[src/rtl/wbm_charlie_scroll.sv]
// Wishbone B4 pipelined master that scrolls a 5x7 shadow frame into the charlie7x5 display.
// Each scroll tick shifts in one column from a valid/ready stream, then writes all five rows.
module wbm_charlie_scroll #(
   parameter int CLK_HZ         = 12000000,
   parameter int SCROLL_HZ      = 10,
   parameter bit BLANK_ON_EMPTY = 1'b1
) (
   input  logic        wb_clk_i,
   input  logic        wb_rst_i,
   input  logic        enable_i,
   input  logic [4:0]  col_data_i,
   input  logic        col_valid_i,
   output logic        col_ready_o,
   output logic        wbm_cyc_o,
   output logic        wbm_stb_o,
   output logic        wbm_we_o,
   output logic [3:0]  wbm_adr_o,
   output logic [3:0]  wbm_sel_o,
   output logic [31:0] wbm_dat_o,
   input  logic [31:0] wbm_dat_i,
   input  logic        wbm_stall_i,
   input  logic        wbm_ack_i,
   output logic        busy_o,
   output logic        frame_done_o,
   output logic        overrun_o
);
   localparam int TICK = CLK_HZ / SCROLL_HZ;
   localparam int CW   = $clog2(TICK);

   typedef enum logic [1:0] {IDLE, SHIFT, ISSUE, WAIT} state_t;

   state_t          state_q, state_d;
   logic [CW-1:0]   tick_cnt_q, tick_cnt_d;
   logic [6:0]      rows_q [5];
   logic [4:0]      col_q, col_d;
   logic [2:0]      issue_idx_q, issue_idx_d;
   logic [2:0]      ack_cnt_q, ack_cnt_d;
   logic            pending_q, pending_d;
   logic            done_q, done_d;
   logic            ovr_q, ovr_d;
   logic            tick, consume, col_ready, active;
   logic [6:0]      row_sel;
   logic            unused_dat;

   assign unused_dat = ^wbm_dat_i;
   assign tick       = (tick_cnt_q == CW'(TICK - 1));
   assign tick_cnt_d = tick ? '0 : tick_cnt_q + 1'b1;

   always_comb begin
      state_d     = state_q;
      col_d       = col_q;
      issue_idx_d = issue_idx_q;
      ack_cnt_d   = ack_cnt_q;
      done_d      = 1'b0;
      consume     = 1'b0;
      col_ready   = 1'b0;
      if (wbm_ack_i && (state_q == ISSUE || state_q == WAIT) && ack_cnt_q < 3'd5)
         ack_cnt_d = ack_cnt_q + 3'd1;
      case (state_q)
         IDLE: begin
            if (pending_q) begin
               consume = 1'b1;
               if (enable_i) begin
                  if (col_valid_i) begin
                     col_ready = 1'b1;
                     col_d     = col_data_i;
                     state_d   = SHIFT;
                  end else if (BLANK_ON_EMPTY) begin
                     col_d   = 5'b0;
                     state_d = SHIFT;
                  end
               end
            end
         end
         SHIFT: begin
            state_d     = ISSUE;
            issue_idx_d = 3'd0;
            ack_cnt_d   = 3'd0;
         end
         ISSUE: begin
            if (!wbm_stall_i) begin
               if (issue_idx_q == 3'd4) state_d = WAIT;
               else issue_idx_d = issue_idx_q + 3'd1;
            end
         end
         WAIT: begin
            // The final ack may arrive in this very cycle.
            if (ack_cnt_q == 3'd5 || (wbm_ack_i && ack_cnt_q == 3'd4)) begin
               state_d = IDLE;
               done_d  = 1'b1;
            end
         end
         default: state_d = IDLE;
      endcase
      pending_d = tick | (pending_q & ~consume);
      ovr_d     = tick & pending_q & ~consume;
   end

   // Reset lands in ISSUE with cleared rows so the display is blanked first.
   always_ff @(posedge wb_clk_i or posedge wb_rst_i) begin
      if (wb_rst_i) begin
         state_q     <= ISSUE;
         tick_cnt_q  <= '0;
         col_q       <= '0;
         issue_idx_q <= '0;
         ack_cnt_q   <= '0;
         pending_q   <= 1'b0;
         done_q      <= 1'b0;
         ovr_q       <= 1'b0;
         for (int r = 0; r < 5; r++) rows_q[r] <= '0;
      end else begin
         state_q     <= state_d;
         tick_cnt_q  <= tick_cnt_d;
         col_q       <= col_d;
         issue_idx_q <= issue_idx_d;
         ack_cnt_q   <= ack_cnt_d;
         pending_q   <= pending_d;
         done_q      <= done_d;
         ovr_q       <= ovr_d;
         if (state_q == SHIFT)
            for (int r = 0; r < 5; r++) rows_q[r] <= {col_q[r], rows_q[r][6:1]};
      end
   end

   always_comb begin
      row_sel = 7'd0;
      case (issue_idx_q)
         3'd0: row_sel = rows_q[0];
         3'd1: row_sel = rows_q[1];
         3'd2: row_sel = rows_q[2];
         3'd3: row_sel = rows_q[3];
         3'd4: row_sel = rows_q[4];
         default: row_sel = 7'd0;
      endcase
   end

   // Bus controls drop combinationally while reset is held.
   assign active       = ~wb_rst_i;
   assign wbm_cyc_o    = active & (state_q == ISSUE || state_q == WAIT);
   assign wbm_stb_o    = active & (state_q == ISSUE);
   assign wbm_we_o     = wbm_stb_o;
   assign wbm_sel_o    = wbm_stb_o ? 4'b0001 : 4'b0000;
   assign wbm_adr_o    = {1'b0, issue_idx_q};
   assign wbm_dat_o    = {25'b0, row_sel};
   assign busy_o       = active & (state_q != IDLE);
   assign col_ready_o  = col_ready;
   assign frame_done_o = done_q;
   assign overrun_o    = ovr_q;
endmodule

[config.mk]
export PLATFORM = sky130hd
export DESIGN_NAME = wbm_charlie_scroll
export DESIGN_NICKNAME = d
export VERILOG_FILES = /design/src/rtl/wbm_charlie_scroll.sv
export SDC_FILE = /design/constraint.sdc
export NUM_CORES = 1
export LEC_CHECK = 0
export CAP_MARGIN = 20
export CORE_AREA = 8 8 99 83
export DETAILED_ROUTE_END_ITERATION = 7
export DIE_AREA = 0 0 107 91
export DONT_BUFFER_PORTS = 1
export PLACE_DENSITY = 0.74
export SLEW_MARGIN = 10
export SYNTH_ARGS = -nofsm -noshare
export SYNTH_HDL_FRONTEND = slang
export SYNTH_SLANG_ARGS = --single-unit
export TNS_END_PERCENT = 30
[constraint.sdc]
create_clock -name wb_clk_i -period 2.15 [get_ports wb_clk_i]
set_input_delay 0.3225 -clock wb_clk_i [delete_from_list [all_inputs] [get_ports wb_clk_i]]
set_output_delay 0.3225 -clock wb_clk_i [all_outputs]
set_load 0.005 [all_outputs]
# Yosys cells after proc, flatten, opt, wreduce, memory -nomap -nowiden
# Cells that the tools add are included.
[word_totals]
word_cells = 78
in_bits = 43
ff_bits = 72
out_inout_bits = 47
[op_classes]
eq_ne = 16
bitwise = 9
magnitude_cmp = 1
addsub = 3
n_reduce_logical = 13
mux = 23
[op_table]
columns = ["operator", "n"]
rows = [
  ["$pmux 7 s5", 1],
  ["$add 21x1->21 const B", 1],
  ["$eq 21x21->1 const B", 1],
  ["$mux 21", 1],
  ["$mux 3", 4],
  ["$ne 2x2->1 const B", 6],
  ["$mux 2", 5],
  ["$eq 3x3->1 const B", 3],
  ["$mux 1", 9],
  ["$pmux 2 s4", 1],
  ["$add 3x1->3 const B", 2],
  ["$and 1x1->1", 6],
  ["$eq 3x2->1 const B", 2],
  ["$pmux 3 s2", 1],
  ["$reduce_and 3->1", 2],
  ["$reduce_bool 2->1", 3],
  ["$mux 5", 1],
  ["$reduce_and 5->1", 1],
  ["$eq 2x2->1 const B", 2],
  ["$eq 3x1->1 const B", 1],
  ["$logic_and 1x1->1", 3],
  ["$logic_not 3->1", 1],
  ["$lt 3x3->1 const B", 1],
  ["$eq 2x1->1 const B", 1],
  ["other kinds (4)", 6],
]

# Longest topological paths before layout
[depth]
depth_word = 6
ltp_mapped = 7
mapped_depth_nobuf = 6

# Least setup slack after synthesis
# No wires, ideal clock.
[synth_path]
kind = "reg-to-reg"
from = "register tick_cnt_q[0]"
to = "register tick_cnt_q[20]"
n_path_buf = 1
stages_incl_launch_ff = 7
t_arrival_ns = 1.666
setup_time_ns = 0.073
period_less_slack_ns = 1.739
required_time_ns = 2.077
path_slack_ns = 0.411
path_cell_list = "dfrtp_1 > ha_1 > nand3_1 > or2_1 > clkbuf_2 > or4_4 > a21oi_2"
[synth_between]
elab_chain_len = 2
word_cells_on_any_way = 3
classes_between = "1 x add/sub; 1 x eq/ne; 1 x mux"
[synth_rtl]
columns = ["item", "line_no", "source"]
rows = [
  ["from (decl)", "33", "logic [CW-1:0] tick_cnt_q, tick_cnt_d;"],
  ["from (signal assigned)", "113", "tick_cnt_q <= tick_cnt_d;"],
  ["$add 21x1->21 or $eq 21x21->1 (tied branches)", "47, 46", ""],
  ["$mux 21 (*)", "47", "assign tick_cnt_d = tick ? '0 : tick_cnt_q + 1'b1;"],
  ["via tick_cnt_d[20]", "33", ""],
]
# The timed path passes the listed nets; every way through them passes the cells marked *.
# A chain may end at the register's enable or synchronous reset.

# Worst setup path after layout
[layout_path]
from = "register issue_idx_q[0]"
to = "output wbm_dat_o[5]"
[layout_between]
elab_chain_len = 2
word_cells_on_any_way = 6
classes_between = "4 x eq/ne; 1 x mux; 1 x reduce/logical"
[layout_rtl]
columns = ["item", "line_no", "source"]
rows = [
  ["from (decl)", "36", "logic [2:0] issue_idx_q, issue_idx_d;"],
  ["from (signal assigned)", "115", "issue_idx_q <= issue_idx_d;"],
  ["$eq 3x3->1, or another cell as far along", "127", "case (issue_idx_q)"],
  ["$pmux 7 s5 (*)", "127", ""],
  ["to (decl)", "19", "output logic [31:0] wbm_dat_o,"],
]
# Every way passes the cells marked *; elsewhere a longest branch is shown, timed or not.

==> impl_metrics.toml <==
[global_routing]
grt_first_pass_wirelength_mm = 11.52
grt_overflow = 0
grt_pass1_vias = 2268
antenna_found_initial = 0
grt_max_degree = 41
grt_usage_pct = 14.79

[clock_tree]
tritoncts = "done"
insertion_delay_ns = 0.35
root_buffer = "clkbuf_8"
clkTransAtPathRegs_ns = 0.08
cts_buffer_depth = 2
htreeDepth = 3
cts_made_buffers = 9
cts_sinks = 72
cts_hold_buf = 0

[drt]
wl_per_cell_um = 15.36
routed_wl_mm = 6.680
drtPass1Iterations = 4
ant_nets = 0
viasPerCell = 5.356
drc = 0
vias = 2330
drtIter0Drc = 211

[die]
core_area_um2 = 6655
rows = 27
initial_core_util_pct = 54.67
die_x_um = 107
ios = 90
dieArea_um2 = 9737
die_y_um = 91

[power_and_ir_drop]
powerDensity_nw_per_um2 = 909.5
ir_drop_uv = 381.5
p_leak_nw = 1.869

[worst_setup_path]
crit_arrival_ns = 1.77
max_stage_delay_ns = 0.45
startpoint_type = "flip-flop"
required_ns = 1.83
crit_slowest_cell = "dfrtp_2"
cp-end-kind = "primary output"
crit_type = "reg2out"
crit_fanout = 7
cp.depth = 4
cp_top_family = "flip-flops"
worst-path-buf-inv = 0
worstPathCellList = "ha_1, ha_4, a222oi_1, nand2_1"
ff2ff_path_depth = 5

[sta]
setup_violations = 0
rsz0062_at_grt = "true"
drv_slew = 0
period_needed_ns = 2.090
fin_crit_sh_pct = 97.20
max_freq_ghz = 0.4785
fin_worst_skew_ns = 0.008687
worst_pin_slew_ns = 0.8227
maxSlewHeadroom_pct = 45.08
hold_viol_final = 0

[synthesis]
synth_flop_cell = "dfrtp_1"
synth_commonest_cells = "dfrtp_1 (71), mux2_2 (39), buf_4 (31)"
ys_types = 45
yosysMostFrequentCell = "dfrtp_1"
synth_top_area_share_pct = 48.83
async_reset_ff_share_pct = 100.0
synth_seq_area_share_pct = 49.55
ys_top_cells_by_area = "dfrtp_1 (49%), mux2_2 (12%), buf_4 (6.4%)"
yosysWarnings = 0
synthCells = 334
synth.largest_area_cell = "dfrtp_1"
synth-edff-count = 0
synth-seq-cells = 72
synthesis.area_um2 = 3638
synth_area_per_cell_um2 = 10.89

[placement]
dp_hpwl_mm = 4.836
io_buffers = 0
dpl.cell_count = 418
post_dp_cell_area_um2 = 3667
gp_congestion = 0.7986

[finish]
syn2layout_area_growth_pct = 7.221
drive_gt1_share_pct = 23.56
final_area_um2 = 3901
antenna-diode-count = 0
fill_cells = 571
nets = 399
fin_cells = 435

[min_path]
hp-class = "in2async"

[outcome]
status = "completed"

[run]
maxCapViolations = 0
==> layout make-up <==
cell class                      count  area, µm²  area share [%]
Inverter                           12      45.04           1.155
Clock inverter                      7      71.32           1.828
Multi-Input combinational cell    237       1652           42.33
Clock buffer                        9      123.9           3.175
Sequential cell                    72       1805           46.28
Timing Repair Buffer               11      95.09           2.437
Tap cell                           87      108.9           2.790
==> state kept, by name, summed over array words and instances (netlist names) <==
signal and cells:
overrun_o 1, state_q 2, frame_done_o 1, pending_q 1
issue_idx_q 3, rows_q 35, ack_cnt_q 3, col_q 5
tick_cnt_q 21
==> report_power, final <==
part,switching (mW),internal [mW],leakage (nW)
Sequential,0.0812,1.44,0.979
Combinational,0.559,0.412,0.798
Clock,0.524,0.535,0.0916
Total,1.16,2.38,1.87
==> cells in the final DEF (no fill, tap or decap), types with 10 or more instances in the layout <==
| cell type | instances |
|---|---|
| xnor2_1 | 10 |
| ha_1 | 10 |
| buf_4 | 10 |
| o21ai_0 | 13 |
| a22oi_1 | 10 |
| conb_1 | 29 |
| nand3_1 | 15 |
| nor2_1 | 23 |
| nand2_1 | 30 |
| mux2_2 | 39 |
| dfrtp_1 | 69 |
| inv_1 | 10 |
==> metal layers <==
metal / routed length [µm] / GRT usage, %
met2: 2902 / 20.68
met4: 112 / 5.848
met1: 3159 / 20.18
met5: 0 / 0
met3: 506 / 5.508
==> timing repair <==
item | in CTS | in global routing
setup buffers | 1 | 0
gates resized for setup | 2 | 8
setup endpoints to repair | 2 | 8
pin swaps | 2 | 5
==> stage by stage <==
stage | power (mW) | utilization [%] | setup TNS [ns] | hold slack [ns] | setup slack (ns)
floorplan | 2.258 | - | 0 | 0.4444 | 0.004236
global route | 3.772 | 58.62 | -0.03172 | 0.06749 | -0.01993
global placement | 2.427 | 55.10 | 0 | 0.4158 | 0.3523
CTS | 3.531 | 58.19 | 0 | 0.02639 | 0.0009937
finish | 3.548 | 58.62 | 0 | 0.005434 | 0.06026
detailed placement | 2.454 | 55.10 | 0 | 0.4112 | 0.3205
==> worst paths after layout <==
kind	startpoint	end	slack (ns)
worst max-delay path	issue_idx_q[0]	wbm_dat_o[5]	0.06
worst max register to register	tick_cnt_q[0]	tick_cnt_q[20]	0.31
worst min-delay path	wb_rst_i	state_q[0]	0.005
max in group asynchronous	wb_rst_i	col_q[0]	1.48
worst min register to register	tick_cnt_q[0]	tick_cnt_q[0]	0.48
min in group wb_clk_i	col_valid_i	col_q[3]	0.11
==> worst reg2reg max path: stages, from the launching register on <==
cell     delay (ns)
dfrtp_1        0.39
ha_1           0.23
nand3_1        0.14
or2_1          0.33
or4_4          0.54
a21oi_2        0.14
==> cell families after synthesis <==
| group | count (synthesis) | share of synthesized area, % |
|---|---|---|
| muxes | 40 | 12.35 |
| xor gates and xnor gates | 19 | 4.574 |
| buffers and inverters | 53 | 8.734 |
| and+or+nand+nor | 104 | 14.41 |
| other | 1 | 0.1031 |
| adders and majority gates | 13 | 4.471 |
| DFF | 72 | 49.55 |
| AOI/OAI and AO/OA | 32 | 5.812 |
(Power assumes the default switching activity.)
